### src/rtl/multi_cycle_alu.sv
// ============================================================================
// multi_cycle_alu : start/done ALU with single-cycle logic/arith/branch ops and
//                   iterative shifts (SHIFT_STEP bits per cycle). Optional SRA
//                   via macro ALU_SRA_EN.
// Revision: 1.0
// ============================================================================
`default_nettype none

module multi_cycle_alu #(
   parameter int DATA_WIDTH = 32,
   parameter int SHIFT_STEP = 1
) (
   input  logic                  clk_i,
   input  logic                  reset_i,
   input  logic                  start_i,
   input  logic [4:0]            alu_op_i,
   input  logic [DATA_WIDTH-1:0] in_a_i,
   input  logic [DATA_WIDTH-1:0] in_b_i,
   output logic                  ready_o,
   output logic                  busy_o,
   output logic                  done_o,
   output logic [DATA_WIDTH-1:0] result_o,
   output logic                  bcond_o
);

   localparam int SHW = $clog2(DATA_WIDTH);
   localparam int CW  = SHW + 1;
   localparam logic [CW-1:0] c_STEP = CW'(SHIFT_STEP);

   localparam logic [4:0] c_OP_ADD = 5'b00011;
   localparam logic [4:0] c_OP_SUB = 5'b00100;
   localparam logic [4:0] c_OP_AND = 5'b01001;
   localparam logic [4:0] c_OP_OR  = 5'b01010;
   localparam logic [4:0] c_OP_XOR = 5'b01101;
   localparam logic [4:0] c_OP_SLL = 5'b01111;
   localparam logic [4:0] c_OP_SRL = 5'b10000;
   localparam logic [4:0] c_OP_SRA = 5'b10001;
   localparam logic [4:0] c_OP_BEQ = 5'b10011;
   localparam logic [4:0] c_OP_BNE = 5'b10100;
   localparam logic [4:0] c_OP_BLT = 5'b10101;
   localparam logic [4:0] c_OP_BGE = 5'b10110;

`ifdef ALU_SRA_EN
   localparam logic c_SRA_EN = 1'b1;
`else
   localparam logic c_SRA_EN = 1'b0;
`endif

   typedef enum logic [1:0] {
      S_IDLE  = 2'd0,
      S_SHIFT = 2'd1,
      S_DONE  = 2'd2
   } state_t;

   state_t                  state_q, state_d;
   logic [DATA_WIDTH-1:0]   acc_q, acc_d;
   logic [DATA_WIDTH-1:0]   result_q, result_d;
   logic [CW-1:0]           cnt_q, cnt_d;
   logic                    left_q, left_d;
   logic                    arith_q, arith_d;
   logic                    bcond_q, bcond_d;

   logic                    w_accept;
   logic [CW-1:0]           w_shamt;
   logic [DATA_WIDTH-1:0]   w_diff;
   logic                    w_lt;
   logic                    w_is_shift;
   logic                    w_left;
   logic                    w_arith;
   logic [DATA_WIDTH-1:0]   w_res;
   logic                    w_bc;
   logic [CW-1:0]           w_step;
   logic [DATA_WIDTH-1:0]   w_acc_sh;

   assign w_accept = start_i && (state_q != S_SHIFT);
   assign w_shamt  = {1'b0, in_b_i[SHW-1:0]};
   assign w_diff   = in_a_i - in_b_i;
   assign w_lt     = $signed(in_a_i) < $signed(in_b_i);

   // Single-cycle decode; shifts report in_a here, which is the shamt=0 result.
   always_comb begin
      w_is_shift = 1'b0;
      w_left     = 1'b0;
      w_arith    = 1'b0;
      w_res      = '0;
      w_bc       = 1'b0;
      case (alu_op_i)
         c_OP_ADD: w_res = in_a_i + in_b_i;
         c_OP_SUB: w_res = w_diff;
         c_OP_AND: w_res = in_a_i & in_b_i;
         c_OP_OR:  w_res = in_a_i | in_b_i;
         c_OP_XOR: w_res = in_a_i ^ in_b_i;
         c_OP_SLL: begin
            w_is_shift = 1'b1;
            w_left     = 1'b1;
            w_res      = in_a_i;
         end
         c_OP_SRL: begin
            w_is_shift = 1'b1;
            w_res      = in_a_i;
         end
         c_OP_SRA: begin
            if (c_SRA_EN) begin
               w_is_shift = 1'b1;
               w_arith    = 1'b1;
               w_res      = in_a_i;
            end
         end
         c_OP_BEQ: begin
            w_res = w_diff;
            w_bc  = (in_a_i == in_b_i);
         end
         c_OP_BNE: begin
            w_res = w_diff;
            w_bc  = (in_a_i != in_b_i);
         end
         c_OP_BLT: begin
            w_res = w_diff;
            w_bc  = w_lt;
         end
         c_OP_BGE: begin
            w_res = w_diff;
            w_bc  = !w_lt;
         end
         default: ;
      endcase
   end

   assign w_step = (cnt_q < c_STEP) ? cnt_q : c_STEP;

   always_comb begin
      if (left_q) begin
         w_acc_sh = acc_q << w_step;
      end else if (arith_q) begin
         w_acc_sh = DATA_WIDTH'($signed(acc_q) >>> w_step);
      end else begin
         w_acc_sh = acc_q >> w_step;
      end
   end

   always_comb begin
      state_d  = state_q;
      acc_d    = acc_q;
      cnt_d    = cnt_q;
      left_d   = left_q;
      arith_d  = arith_q;
      result_d = result_q;
      bcond_d  = bcond_q;
      case (state_q)
         S_IDLE, S_DONE: begin
            if (w_accept) begin
               if (w_is_shift && (w_shamt != '0)) begin
                  acc_d   = in_a_i;
                  cnt_d   = w_shamt;
                  left_d  = w_left;
                  arith_d = w_arith;
                  state_d = S_SHIFT;
               end else begin
                  result_d = w_res;
                  bcond_d  = w_bc;
                  state_d  = S_DONE;
               end
            end else begin
               state_d = S_IDLE;
            end
         end
         S_SHIFT: begin
            acc_d = w_acc_sh;
            cnt_d = cnt_q - w_step;
            if (cnt_d == '0) begin
               result_d = w_acc_sh;
               bcond_d  = 1'b0;
               state_d  = S_DONE;
            end
         end
         default: state_d = S_IDLE;
      endcase
   end

   always_ff @(posedge clk_i) begin
      if (reset_i) begin
         state_q  <= S_IDLE;
         acc_q    <= '0;
         cnt_q    <= '0;
         left_q   <= 1'b0;
         arith_q  <= 1'b0;
         result_q <= '0;
         bcond_q  <= 1'b0;
      end else begin
         state_q  <= state_d;
         acc_q    <= acc_d;
         cnt_q    <= cnt_d;
         left_q   <= left_d;
         arith_q  <= arith_d;
         result_q <= result_d;
         bcond_q  <= bcond_d;
      end
   end

   assign ready_o  = (state_q != S_SHIFT);
   assign busy_o   = (state_q == S_SHIFT);
   assign done_o   = (state_q == S_DONE);
   assign result_o = result_q;
   assign bcond_o  = bcond_q;

endmodule

`default_nettype wire

### config.mk
export PLATFORM = sky130hd
export DESIGN_NAME = multi_cycle_alu
export DESIGN_NICKNAME = d
export VERILOG_FILES = /design/src/rtl/multi_cycle_alu.sv
export SDC_FILE = /design/constraint.sdc
export NUM_CORES = 1
export LEC_CHECK = 0
export ABC_CLOCK_PERIOD_IN_PS = 3400
export CAP_MARGIN = 20
export CORE_MARGIN = 3
export CORE_UTILIZATION = 31
export CTS_BUF_LIST = sky130_fd_sc_hd__clkbuf_16
export CTS_CLUSTER_DIAMETER = 100
export DETAILED_ROUTE_END_ITERATION = 6
export GPL_ROUTABILITY_DRIVEN = 0
export PLACE_DENSITY = 0.51
export SLEW_MARGIN = 10
export SYNTH_ARGS = -nofsm -noshare
export SYNTH_HDL_FRONTEND = slang
export SYNTH_SLANG_ARGS = --single-unit
### constraint.sdc
create_clock -name clk_i -period 3.4 [get_ports clk_i]
set_input_delay 0.68 -clock clk_i [delete_from_list [all_inputs] [get_ports clk_i]]
set_output_delay 0.68 -clock clk_i [all_outputs]
set_load 0.1 [all_outputs]
==> flow_summary.toml <==
[drt]
via_per_inst = 5.61
route.detailed.drc = 0
dr.pass1.iters = 6
first_iter_violations = 963
wl_per_cell_um = 20.6
routed_wl_um = 43500
ant_nets = 0
dr_total_vias = 11900

[placement]
io_buffers = 107
hpwl_um = 34000
dp_cells = 2080
dpl-instance-area_um2 = 13300

[clock_tree]
htreeDepth = 3
cts_tree = "done"
max-clock-path-buffers = 2
cts.clk_slew.worst_paths_ns = 0.06
clk_latency_ns = 0.35
holdBufCountCts = 0
cts.sinks = 74
cts_buffers = 9
cts-root-buf = "clkbuf_16"

[global_routing]
antenna_found_initial = 0
grt_max_degree = 31
grt-ovfl-total = 0
grt_pass1_vias = 11600
grt_use_total_pct = 25.3
grt_pass1_wl_um = 65700

[finish]
drive_above_1_share_pct = 35.7
final_common_cell = "buf_4"
areaGrowthSynthToFinish_pct = 54.5
fin_area_um2 = 14600
diodes = 0
stdcell_count = 2115
post-route-util_pct = 48.8
final_nets = 1899
final_cell_mix = "buf_4, nor2_1, a21oi_1"

[pwr]
p_per_area_nw_per_um2 = 279
worst_ir_drop_vdd_v = 0.000256
switching_share_pct = 41.2
power_frac_comb_pct = 52.3
p_sw_mw = 1.67
p_leak_nw = 6.30
power_frac_seq_pct = 23.2
internal_power_mw = 2.39
p_clk_share_pct = 24.5

[die]
fp.dieH_um = 180
design.core.area_um2 = 29800
pin_count = 108
die_area_um2 = 32500
initial_core_util_pct = 31.6
rows = 63
fp.dieW_um = 180

[min_path]
worstHoldPathType = "reg2reg"

[timing]
slew_violations = 0
fin_skew_ns = 0.00802
setup_viol = 0
period_share_pct = 98.3
relSlewSlack_pct = 60.2
tightest_slew_ns = 0.597
fin_crit_ns = 3.34
rsz0062_at_grt = "yes"
hold_slack_ns = 0.493
hold_viol = 0
max_freq_mhz = 299

[setup_path]
cp_common_cell = "buf_4"
crit_fanout = 4
crit_required_ns = 3.67
slowest_delay_ns = 0.41
worstPathArrival_ns = 3.61
cp_top_family = "compound AO/OA/AOI/OAI gates"
startpoint_type = "input pin"
worstSetupPathType = "in2reg"
crit_buf_inv = 5
slowest_stage = "a2111oi_4"
end_kind = "flop"
path_cells = "clkdlybuf4s15_1 -> inv_2 -> ha_2 -> fa_2 -> o21bai_1 -> buf_4 -> a2111oi_4 -> o31ai_4 -> buf_4 -> a31oi_4 -> nor2_1 -> buf_4 -> a311oi_2 -> nand2_1 -> o311ai_1 -> nand2_1 -> nor4_2"

[synthesis]
avgSynthCellArea_um2 = 7.16
syn_nets = 1494
async_flop_share_pct = 0
synth_cells = 1315
synth_edf_count = 0
yosysWarnings = 0
yosys-top-cells-area = "dfxtp_1, ha_1, a21oi_1"
synth_area_um2 = 9420
synth_ff_type = "dfxtp_1"
yosysUniqueCellTypes = 89
ys_ff_latch = 74
synth_area_leader_cell = "dfxtp_1"
yosysSeqAreaShare_pct = 15.7
synth_top_area_share_pct = 15.7

[run]
drv_cap = 0

[run_status]
status = "complete, no violations"
==> cell usage after synthesis (4+ instances only) <==
cell / number
nor4b_1: 4
mux2i_1: 39
o311ai_0: 4
a221oi_1: 26
a2111oi_0: 4
o41ai_1: 4
nor3_1: 47
o31ai_1: 9
nand2_1: 92
clkbuf_1: 51
nor2b_1: 14
nand4_1: 7
a21oi_1: 131
a221o_1: 8
nor4_1: 17
buf_1: 14
or3_1: 8
a31oi_1: 16
o2111ai_1: 6
o211ai_1: 12
a22oi_1: 4
or4_1: 5
nor2_1: 156
o22ai_1: 17
o21bai_1: 9
inv_2: 4
inv_1: 96
dfxtp_1: 74
o21ai_0: 87
nand2b_1: 11
xnor2_1: 17
nand3_1: 17
a21o_1: 18
buf_2: 16
a311oi_1: 8
and2_1: 12
o21a_1: 7
a211oi_1: 36
or2_2: 4
a222oi_1: 6
mux2_2: 17
ha_1: 105
o221ai_1: 4
==> flip-flops by register name (all words and copies together) (netlist names) <==
register	cells
acc_q	32
cnt_q	6
result_o	32
bcond_o	1
state_q	2
left_q	1
==> power by group through the flow <==
stage | sequential [mW] | combinational [mW] | clock (mW)
global route | 0.944 | 2.26 | 1.04
finish | 0.940 | 2.12 | 0.995
floorplan | 1.14 | 0.825 | 0
detailed placement | 0.959 | 1.90 | 0
global placement | 0.959 | 1.90 | 0
CTS | 0.940 | 1.99 | 1.01
==> worst reg2reg max path, cell delays in order (launching register included) <==
cell	delay, ns
dfxtp_1	0.40
or4_4	0.16
nor2_1	0.03
nor2_1	0.12
inv_1	0.06
ha_1	0.19
or3b_2	0.43
o21ai_0	0.09
a22o_1	0.16
nand2_1	0.13
o22ai_4	0.20
nand2_1	0.13
nor4_2	0.30
o31a_1	0.21
buf_4	0.11
buf_4	0.09
a32o_1	0.12
a211oi_2	0.06
==> per-layer routing <==
layer  up-vias  track usage [%]  routed length, um
met2       464             42.8              20400
met5         -                0                  0
li1       5622                -                  -
met4         0             12.2               2310
met3       115             3.88               2550
met1      5664             31.4              18200
==> layout make-up <==
type	instances	area, um^2
multi-input combinational	1054	7970
sequential	74	1480
tap	390	488
timing repair buffer	480	3940
inverter	101	379
clock buffer	9	225
clock inverter	7	70.1
fill	2976	15200
==> stage by stage <==
step	TNS [ns]	total power, mW	setup slack (ns)
6_report	0	4.06	0.0572
5_1_grt	-0.0675	4.25	-0.0317
3_3_place_gp	-14.48	2.86	-0.783
4_1_cts	-0.0572	3.94	-0.0572
2_1_floorplan	0	1.97	0.0948
3_5_place_dp	-15.41	2.86	-0.826
==> kinds of logic after synthesis <==
family	Yosys count	synth area share (%)
buffers and inverters	187	7.93
AOI/OAI and AO/OA	464	33.7
adders and majority gates	107	14.4
muxes	57	6.34
DFF	74	15.7
xor gates and xnor gates	17	1.58
and+or+nand+nor	409	20.3
==> what timing repair did <==
item	CTS	global route
pin swaps	29	41
setup endpoints to repair	22	23
resized for setup	98	125
buffers inserted	9	11
==> path summary, 6_finish.rpt <==
check | startpoint | to | slack, ns | depth (start not counted)
min | result_o[1]$_SDFFE_PP0P_ | result_o[1]$_SDFFE_PP0P_ | 0.49 | 2
min reg2reg | result_o[1]$_SDFFE_PP0P_ | result_o[1]$_SDFFE_PP0P_ | 0.49 | 2
max reg2reg | cnt_q[3]$_SDFFE_PP0P_ | result_o[31]$_SDFFE_PP0P_ | 0.29 | 17
max | in_a_i[0] | result_o[18]$_SDFFE_PP0P_ | 0.06 | 17
Power figures use the tool's default switching activity.
